--- src/rtl/lockin_pkg.sv ---
// Shared widths, FSM state type and the shift-then-saturate helper for the lock-in demodulator.
package lockin_pkg;

  localparam int SIG_W    = 14;
  localparam int PROD_W   = 28;
  localparam int ACC_W    = 54;
  localparam int CNT_W    = 27;
  localparam int HARM_LEN = 2520;

  typedef enum logic {
    ST_IDLE  = 1'b0,
    ST_ACCUM = 1'b1
  } state_e;

  // Arithmetic shift (floors toward -inf), then clamp to a signed i_out_w-bit range.
  function automatic logic signed [ACC_W-1:0] sat_shift(
    input logic signed [ACC_W-1:0] i_v,
    input int                      i_shift,
    input int                      i_out_w
  );
    logic signed [ACC_W-1:0] w_one;
    logic signed [ACC_W-1:0] w_s;
    logic signed [ACC_W-1:0] w_hi;
    logic signed [ACC_W-1:0] w_lo;
    w_one = {{(ACC_W-1){1'b0}}, 1'b1};
    w_s   = i_v >>> i_shift;
    w_hi  = (w_one <<< (i_out_w - 1)) - w_one;
    w_lo  = ~w_hi;
    if (w_s > w_hi) begin
      return w_hi;
    end else if (w_s < w_lo) begin
      return w_lo;
    end
    return w_s;
  endfunction

endpackage

--- src/rtl/lockin_mac.sv ---
// One demodulation channel: registered product, period accumulator and shifted/saturated dump register.
// Accumulate/clear/dump are commanded by the owning FSM; no backpressure.
module lockin_mac
  import lockin_pkg::*;
#(
  parameter int OUT_W     = 32,
  parameter int OUT_SHIFT = 0
) (
  input  logic                    i_clk,
  input  logic                    i_rstn,
  input  logic signed [SIG_W-1:0] i_sig,
  input  logic signed [SIG_W-1:0] i_ref,
  input  logic                    i_add,
  input  logic                    i_clr,
  input  logic                    i_dump,
  output logic signed [OUT_W-1:0] o_res
);

  logic signed [PROD_W-1:0] w_sig_x;
  logic signed [PROD_W-1:0] w_ref_x;
  logic signed [PROD_W-1:0] r_prod;
  logic signed [ACC_W-1:0]  r_acc;
  logic signed [ACC_W-1:0]  w_prod_x;
  logic signed [ACC_W-1:0]  w_sum;
  logic signed [ACC_W-1:0]  w_sat;
  logic signed [OUT_W-1:0]  r_res;

  assign w_sig_x  = {{(PROD_W-SIG_W){i_sig[SIG_W-1]}}, i_sig};
  assign w_ref_x  = {{(PROD_W-SIG_W){i_ref[SIG_W-1]}}, i_ref};
  assign w_prod_x = {{(ACC_W-PROD_W){r_prod[PROD_W-1]}}, r_prod};
  // The trigger sample itself belongs to the period, so the dump includes it.
  assign w_sum    = r_acc + w_prod_x;
  assign w_sat    = sat_shift(w_sum, OUT_SHIFT, OUT_W);

  always_ff @(posedge i_clk) begin
    if (!i_rstn) begin
      r_prod <= '0;
      r_acc  <= '0;
      r_res  <= '0;
    end else begin
      r_prod <= w_sig_x * w_ref_x;
      if (i_dump || i_clr) begin
        r_acc <= '0;
      end else if (i_add) begin
        r_acc <= w_sum;
      end
      if (i_dump) begin
        r_res <= w_sat[OUT_W-1:0];
      end
    end
  end

  assign o_res = r_res;

endmodule

--- src/rtl/lockin_demod.sv ---
// Period-synchronous lock-in demodulator: integrates sig*cos and sig*sin between triggers, dumps X/Y/count.
// Latency trig -> out_valid is 3 cycles; streaming one sample per cycle, no backpressure.
module lockin_demod
  import lockin_pkg::*;
#(
  parameter int OUT_W       = 32,
  parameter int OUT_SHIFT   = 0,
  parameter int MAX_SAMPLES = 41287680
) (
  input  logic                    clk,
  input  logic                    rstn,
  input  logic                    en,
  input  logic signed [SIG_W-1:0] sig_in,
  input  logic signed [SIG_W-1:0] ref_cos,
  input  logic signed [SIG_W-1:0] ref_sin,
  input  logic                    trig,
  output logic signed [OUT_W-1:0] x_out,
  output logic signed [OUT_W-1:0] y_out,
  output logic [CNT_W-1:0]        n_samples,
  output logic                    out_valid,
  output logic                    err_timeout
);

  localparam logic [CNT_W-1:0] MAX_CNT = CNT_W'(MAX_SAMPLES);

  logic signed [SIG_W-1:0] r_sig1;
  logic signed [SIG_W-1:0] r_cos1;
  logic signed [SIG_W-1:0] r_sin1;
  logic                    r_trig1;
  logic                    r_en1;
  logic                    r_trig2;
  logic                    r_en2;

  state_e           r_state;
  state_e           w_state_nxt;
  logic [CNT_W-1:0] r_cnt;
  logic [CNT_W-1:0] w_cnt_nxt;
  logic [CNT_W-1:0] w_cnt_inc;
  logic [CNT_W-1:0] r_n;
  logic             r_valid;
  logic             r_err;
  logic             w_err_nxt;
  logic             w_add;
  logic             w_clr;
  logic             w_dump;

  always_ff @(posedge clk) begin
    if (!rstn) begin
      r_sig1  <= '0;
      r_cos1  <= '0;
      r_sin1  <= '0;
      r_trig1 <= 1'b0;
      r_en1   <= 1'b0;
      r_trig2 <= 1'b0;
      r_en2   <= 1'b0;
    end else begin
      r_sig1  <= sig_in;
      r_cos1  <= ref_cos;
      r_sin1  <= ref_sin;
      r_trig1 <= trig;
      r_en1   <= en;
      r_trig2 <= r_trig1;
      r_en2   <= r_en1;
    end
  end

  assign w_cnt_inc = r_cnt + CNT_W'(1);

  // A pending timeout holds the FSM in IDLE until enable is cycled, which keeps
  // err_timeout and out_valid from ever being high together.
  always_comb begin
    w_state_nxt = r_state;
    w_cnt_nxt   = r_cnt;
    w_err_nxt   = r_err;
    w_add       = 1'b0;
    w_clr       = 1'b0;
    w_dump      = 1'b0;
    if (!r_en2) begin
      w_state_nxt = ST_IDLE;
      w_cnt_nxt   = '0;
      w_err_nxt   = 1'b0;
      w_clr       = 1'b1;
    end else begin
      case (r_state)
        ST_IDLE: begin
          w_cnt_nxt = '0;
          w_clr     = 1'b1;
          if (r_trig2 && !r_err) begin
            w_state_nxt = ST_ACCUM;
          end
        end
        ST_ACCUM: begin
          if (r_trig2) begin
            w_dump    = 1'b1;
            w_cnt_nxt = '0;
          end else if (w_cnt_inc == MAX_CNT) begin
            w_state_nxt = ST_IDLE;
            w_err_nxt   = 1'b1;
            w_cnt_nxt   = '0;
            w_clr       = 1'b1;
          end else begin
            w_add     = 1'b1;
            w_cnt_nxt = w_cnt_inc;
          end
        end
        default: begin
          w_state_nxt = ST_IDLE;
          w_cnt_nxt   = '0;
          w_clr       = 1'b1;
        end
      endcase
    end
  end

  always_ff @(posedge clk) begin
    if (!rstn) begin
      r_state <= ST_IDLE;
      r_cnt   <= '0;
      r_n     <= '0;
      r_valid <= 1'b0;
      r_err   <= 1'b0;
    end else begin
      r_state <= w_state_nxt;
      r_cnt   <= w_cnt_nxt;
      r_valid <= w_dump;
      r_err   <= w_err_nxt;
      if (w_dump) begin
        r_n <= w_cnt_inc;
      end
    end
  end

  lockin_mac #(
    .OUT_W     (OUT_W),
    .OUT_SHIFT (OUT_SHIFT)
  ) u_mac_x (
    .i_clk  (clk),
    .i_rstn (rstn),
    .i_sig  (r_sig1),
    .i_ref  (r_cos1),
    .i_add  (w_add),
    .i_clr  (w_clr),
    .i_dump (w_dump),
    .o_res  (x_out)
  );

  lockin_mac #(
    .OUT_W     (OUT_W),
    .OUT_SHIFT (OUT_SHIFT)
  ) u_mac_y (
    .i_clk  (clk),
    .i_rstn (rstn),
    .i_sig  (r_sig1),
    .i_ref  (r_sin1),
    .i_add  (w_add),
    .i_clr  (w_clr),
    .i_dump (w_dump),
    .o_res  (y_out)
  );

  assign n_samples   = r_n;
  assign out_valid   = r_valid;
  assign err_timeout = r_err;

endmodule

--- config.mk ---
export PLATFORM = sky130hd
export DESIGN_NAME = lockin_demod
export DESIGN_NICKNAME = d
export VERILOG_FILES = /design/src/rtl/lockin_pkg.sv /design/src/rtl/lockin_mac.sv /design/src/rtl/lockin_demod.sv
export SDC_FILE = /design/constraint.sdc
export NUM_CORES = 2
export LEC_CHECK = 0
export BUFFER_PORTS_ARGS = -buffer_cell sky130_fd_sc_hd__buf_2
export CAP_MARGIN = 25
export CORE_UTILIZATION = 50
export CTS_CLUSTER_SIZE = 25
export DETAILED_ROUTE_END_ITERATION = 7
export HOLD_SLACK_MARGIN = 0.1
export PLACE_DENSITY = 0.72
export REMOVE_ABC_BUFFERS = 1
export SETUP_SLACK_MARGIN = 0.02
export SLEW_MARGIN = 0
export SYNTH_ARGS = -nofsm -noshare
export SYNTH_HDL_FRONTEND = slang
export SYNTH_SLANG_ARGS = --single-unit
--- constraint.sdc ---
create_clock -name clk -period 9.2 [get_ports clk]
set_clock_uncertainty 0.15 [all_clocks]
set_input_delay 0.46 -clock clk [delete_from_list [all_inputs] [get_ports clk]]
set_output_delay 0.46 -clock clk [all_outputs]
set_load 0.05 [all_outputs]
==> results.json <==
{
  "powerDensity_mw_per_mm2": 161,
  "drive_above_1_share_pct": 7.85,
  "syn-cell-area_mm2": 0.0323,
  "vias": 24700,
  "slew_violations": 0,
  "ys_ff_latch": 331,
  "drt-vias-per-instance": 5.37,
  "path_clk_slew_ps": 60,
  "gr-usage-met1_pct": 32.3,
  "ys_warn_count": 0,
  "grt_pass1_vias": 24900,
  "yosysTopAreaCellShare_pct": 24.3,
  "ff2ff_path_depth": 24,
  "finalWeightedCongestion": 0.918,
  "combPwrFrac_pct": 45.0,
  "final.min_clock_period_ps": 7260,
  "critPathCaptureType": "flop",
  "ff_latch_area_mm2": 0.00663,
  "clock_latency_ps": 570,
  "dp_hpwl_mm": 58.0,
  "die_area_mm2": 0.0656,
  "top_usage_layer": "met2",
  "synthTopCellsByArea": "fa_1, dfxtp_1, ha_1",
  "worstPathMaxFanout": 28,
  "maxCapViolations": 0,
  "wl_per_cell_um": 16.4,
  "r2r_end": "u_mac_y.r_prod[27]$_SDFF_PN0_",
  "peakVddDrop_uv": 122,
  "required_ps": 9510,
  "cts_tree": "yes",
  "grt_pass1_wl_mm": 127,
  "hold_viol": 0,
  "grt_usage_pct": 23.4,
  "syn_avg_cell_area_um2": 8.87,
  "synth_edf_count": 0,
  "rsz0062_at_grt": "false",
  "setup_viol": 0,
  "antenna_found_initial": 0,
  "post_cts_buffers": 0,
  "fin_crit_sh_pct": 78.9,
  "ys.flop_type": "dfxtp_1",
  "layout.cells.non_filler": 4604,
  "r2r_slack_ps": 1940,
  "fin_util_pct": 55.9,
  "drt-total-wl_mm": 75.6,
  "layout_commonest_cell": "inv_1",
  "clockRootBuffer": "clkbuf_16",
  "internal-power_mw": 3.48,
  "cp.arrival_ps": 7570,
  "min_path_cells": 3,
  "cts_made_buffers": 39,
  "area_growth_pct": 9.74,
  "r2r_start": "r_sig1[3]$_SDFF_PN0_",
  "relSlewSlack_pct": 26.0,
  "hp-class": "in -> reg",
  "ant_nets": 0,
  "max_slew.worst_pin.slew_ps": 1110,
  "cts.sinks": 331,
  "grtUsageMet2_pct": 38.6,
  "die_h_um": 256,
  "seq_area_frac_synth_pct": 20.5,
  "num_io_pins": 139,
  "drt-pass1-iter-count": 5,
  "status": "finished clean",
  "post-route-drc-count": 0,
  "yosysTopAreaCell": "fa_1",
  "fillCellCount": 5701,
  "coreArea_mm2": 0.0634,
  "row_count": 92,
  "p_leak_nw": 17.0,
  "p_switching_mw": 2.23,
  "dp.cells": 4486,
  "synth.distinct_cells": 84,
  "p_clk_share_pct": 26.9,
  "use_met3_pct": 2.77,
  "multiInputGateArea_mm2": 0.0230,
  "power_frac_seq_pct": 28.1,
  "startpoint_type": "flop",
  "fin_tns_setup_ps": 0,
  "ys_async_sr_fraction_pct": 0,
  "grt_overflow": 0,
  "synthCells": 3641,
  "path_class": "reg -> reg",
  "final_cell_mix": "inv_1, fa_1, dfxtp_1, and2_1, nand2_1",
  "drt_first_iter_violations": 1662,
  "nets": 4410,
  "switching_share_pct": 39.0,
  "clock.fmax_mhz": 138,
  "die_w_um": 256,
  "start_util_pct": 50.9,
  "critPathLaunch": "r_sig1[3]$_SDFF_PN0_",
  "grt_max_degree": 113,
  "cts-htree-levels": 2,
  "cts.path.max_buffers": 3,
  "whs_endpoint": "err_timeout$_SDFFE_PN0P_",
  "worstHoldStart": "rstn",
  "portBuffers": 138
}
power groups by stage:
stage,clock network [mW],logic [mW],registers (mW)
3_3_place_gp,0,2.49,1.64
2_1_floorplan,0,1.94,1.61
3_5_place_dp,0,2.53,1.64
5_1_grt,1.63,2.93,1.61
4_1_cts,1.59,2.56,1.61
6_report,1.54,2.57,1.61
per-layer routing:
| metal | part of all wire, % | wire length [um] | up-vias |
|---|---|---|---|
| met5 | 0 | 0 | - |
| met3 | 4.5 | 3430 | 122 |
| li1 | - | - | 12000 |
| met4 | 2.8 | 2100 | 0 |
| met2 | 46 | 34800 | 592 |
| met1 | 47 | 35200 | 12000 |
critical path, stage by stage (launching register included):
cell and delay (ps):
dfxtp_1 1050, and2_1 270, fa_1 420, inv_1 90, fa_1 380, inv_1 70
ha_1 230, ha_1 300, inv_1 60, fa_1 500, fa_1 540, inv_1 40
ha_1 330, a21oi_1 230, o21bai_1 130, a211oi_1 340, o31ai_1 180, o211ai_1 310
a31oi_1 140, a21oi_1 240, o21bai_1 100, a2111oi_0 570, o31ai_1 180, xnor2_1 140
and2_1 160
kinds of logic (layout without fill, tap and decap cells):
logic type,count (synthesis),count (layout),synth area share (%)
multiplexers,4,4,0.143
flip-flops,331,331,20.5
AND/OR/NAND/NOR,1176,1176,18.8
buffers and inverters,698,814,8.21
XOR/XNOR,173,173,4.69
AO/OA/AOI/OAI,625,625,14.0
adder cells (fa/ha/maj),634,634,33.7
other,0,1,0
final cells by class:
class | instances | share of cell area [%]
Inverter | 537 | 5.69
Antenna cell | 1 | 0.00706
Multi-Input combinational cell | 2612 | 65.0
Timing Repair Buffer | 209 | 4.07
Clock inverter | 19 | 0.547
Tap cell | 846 | 2.99
Clock buffer | 49 | 2.97
Sequential cell | 331 | 18.7
stage by stage:
step | power [mW] | hold WS, ps | setup WS, ps | area (um^2)
2_1_floorplan | 3.55 | 262 | 2400 | 31600
3_3_place_gp | 4.14 | 274 | 2050 | 33600
3_5_place_dp | 4.17 | 285 | 1940 | 33600
4_1_cts | 5.76 | 115 | 1920 | 35300
5_1_grt | 6.17 | 145 | 1460 | 35400
6_report | 5.72 | 140 | 1940 | 35400
cells in the mapped netlist, types with 21 or more instances:
cell	number
a21o_1	78
nand2b_1	87
fa_1	392
o21bai_1	26
a21oi_1	144
and2_1	320
and3_1	30
xnor2_1	111
o211ai_1	22
dfxtp_1	331
nor2_1	216
nor3_1	38
inv_1	537
o32ai_1	32
nor2b_1	52
nand2_1	281
o21ai_0	128
o211a_1	27
ha_1	242
xor2_1	62
clkbuf_1	135
nand4_1	32
a31oi_1	21
o32ai_2	29
nand3_1	58
worst max path at each step:
stage                               endpoint  depth (start not counted)  slack, ps
2_1_floorplan  u_mac_y.r_prod[27]$_SDFF_PN0_                         20       2400
3_3_place_gp   u_mac_y.r_prod[27]$_SDFF_PN0_                         20       2050
3_5_place_dp   u_mac_y.r_prod[27]$_SDFF_PN0_                         20       1940
4_1_cts        u_mac_y.r_prod[27]$_SDFF_PN0_                         20       1920
5_1_grt        u_mac_y.r_prod[27]$_SDFF_PN0_                         24       1460
6_report       u_mac_y.r_prod[27]$_SDFF_PN0_                         24       1940
flip-flops by register name, summed over array words and instances, names as in the netlist:
register / flops
r_sin1: 14
r_trig2: 1
u_mac_x.r_prod: 28
r_sig1: 14
r_en2: 1
r_cnt: 27
r_en1: 1
r_cos1: 14
err_timeout: 1
r_state: 1
u_mac_y.o_res: 32
out_valid: 1
n_samples: 27
r_trig1: 1
u_mac_x.o_res: 32
u_mac_y.r_acc: 54
u_mac_x.r_acc: 54
u_mac_y.r_prod: 28
repair_timing:
action,CTS,global route
endpoints found under the setup margin,0,0
gates resized for setup,0,0
hold buffers,44,0
hold endpoints to repair,44,0
No activity file was read; power rests on OpenSTA's default activity.
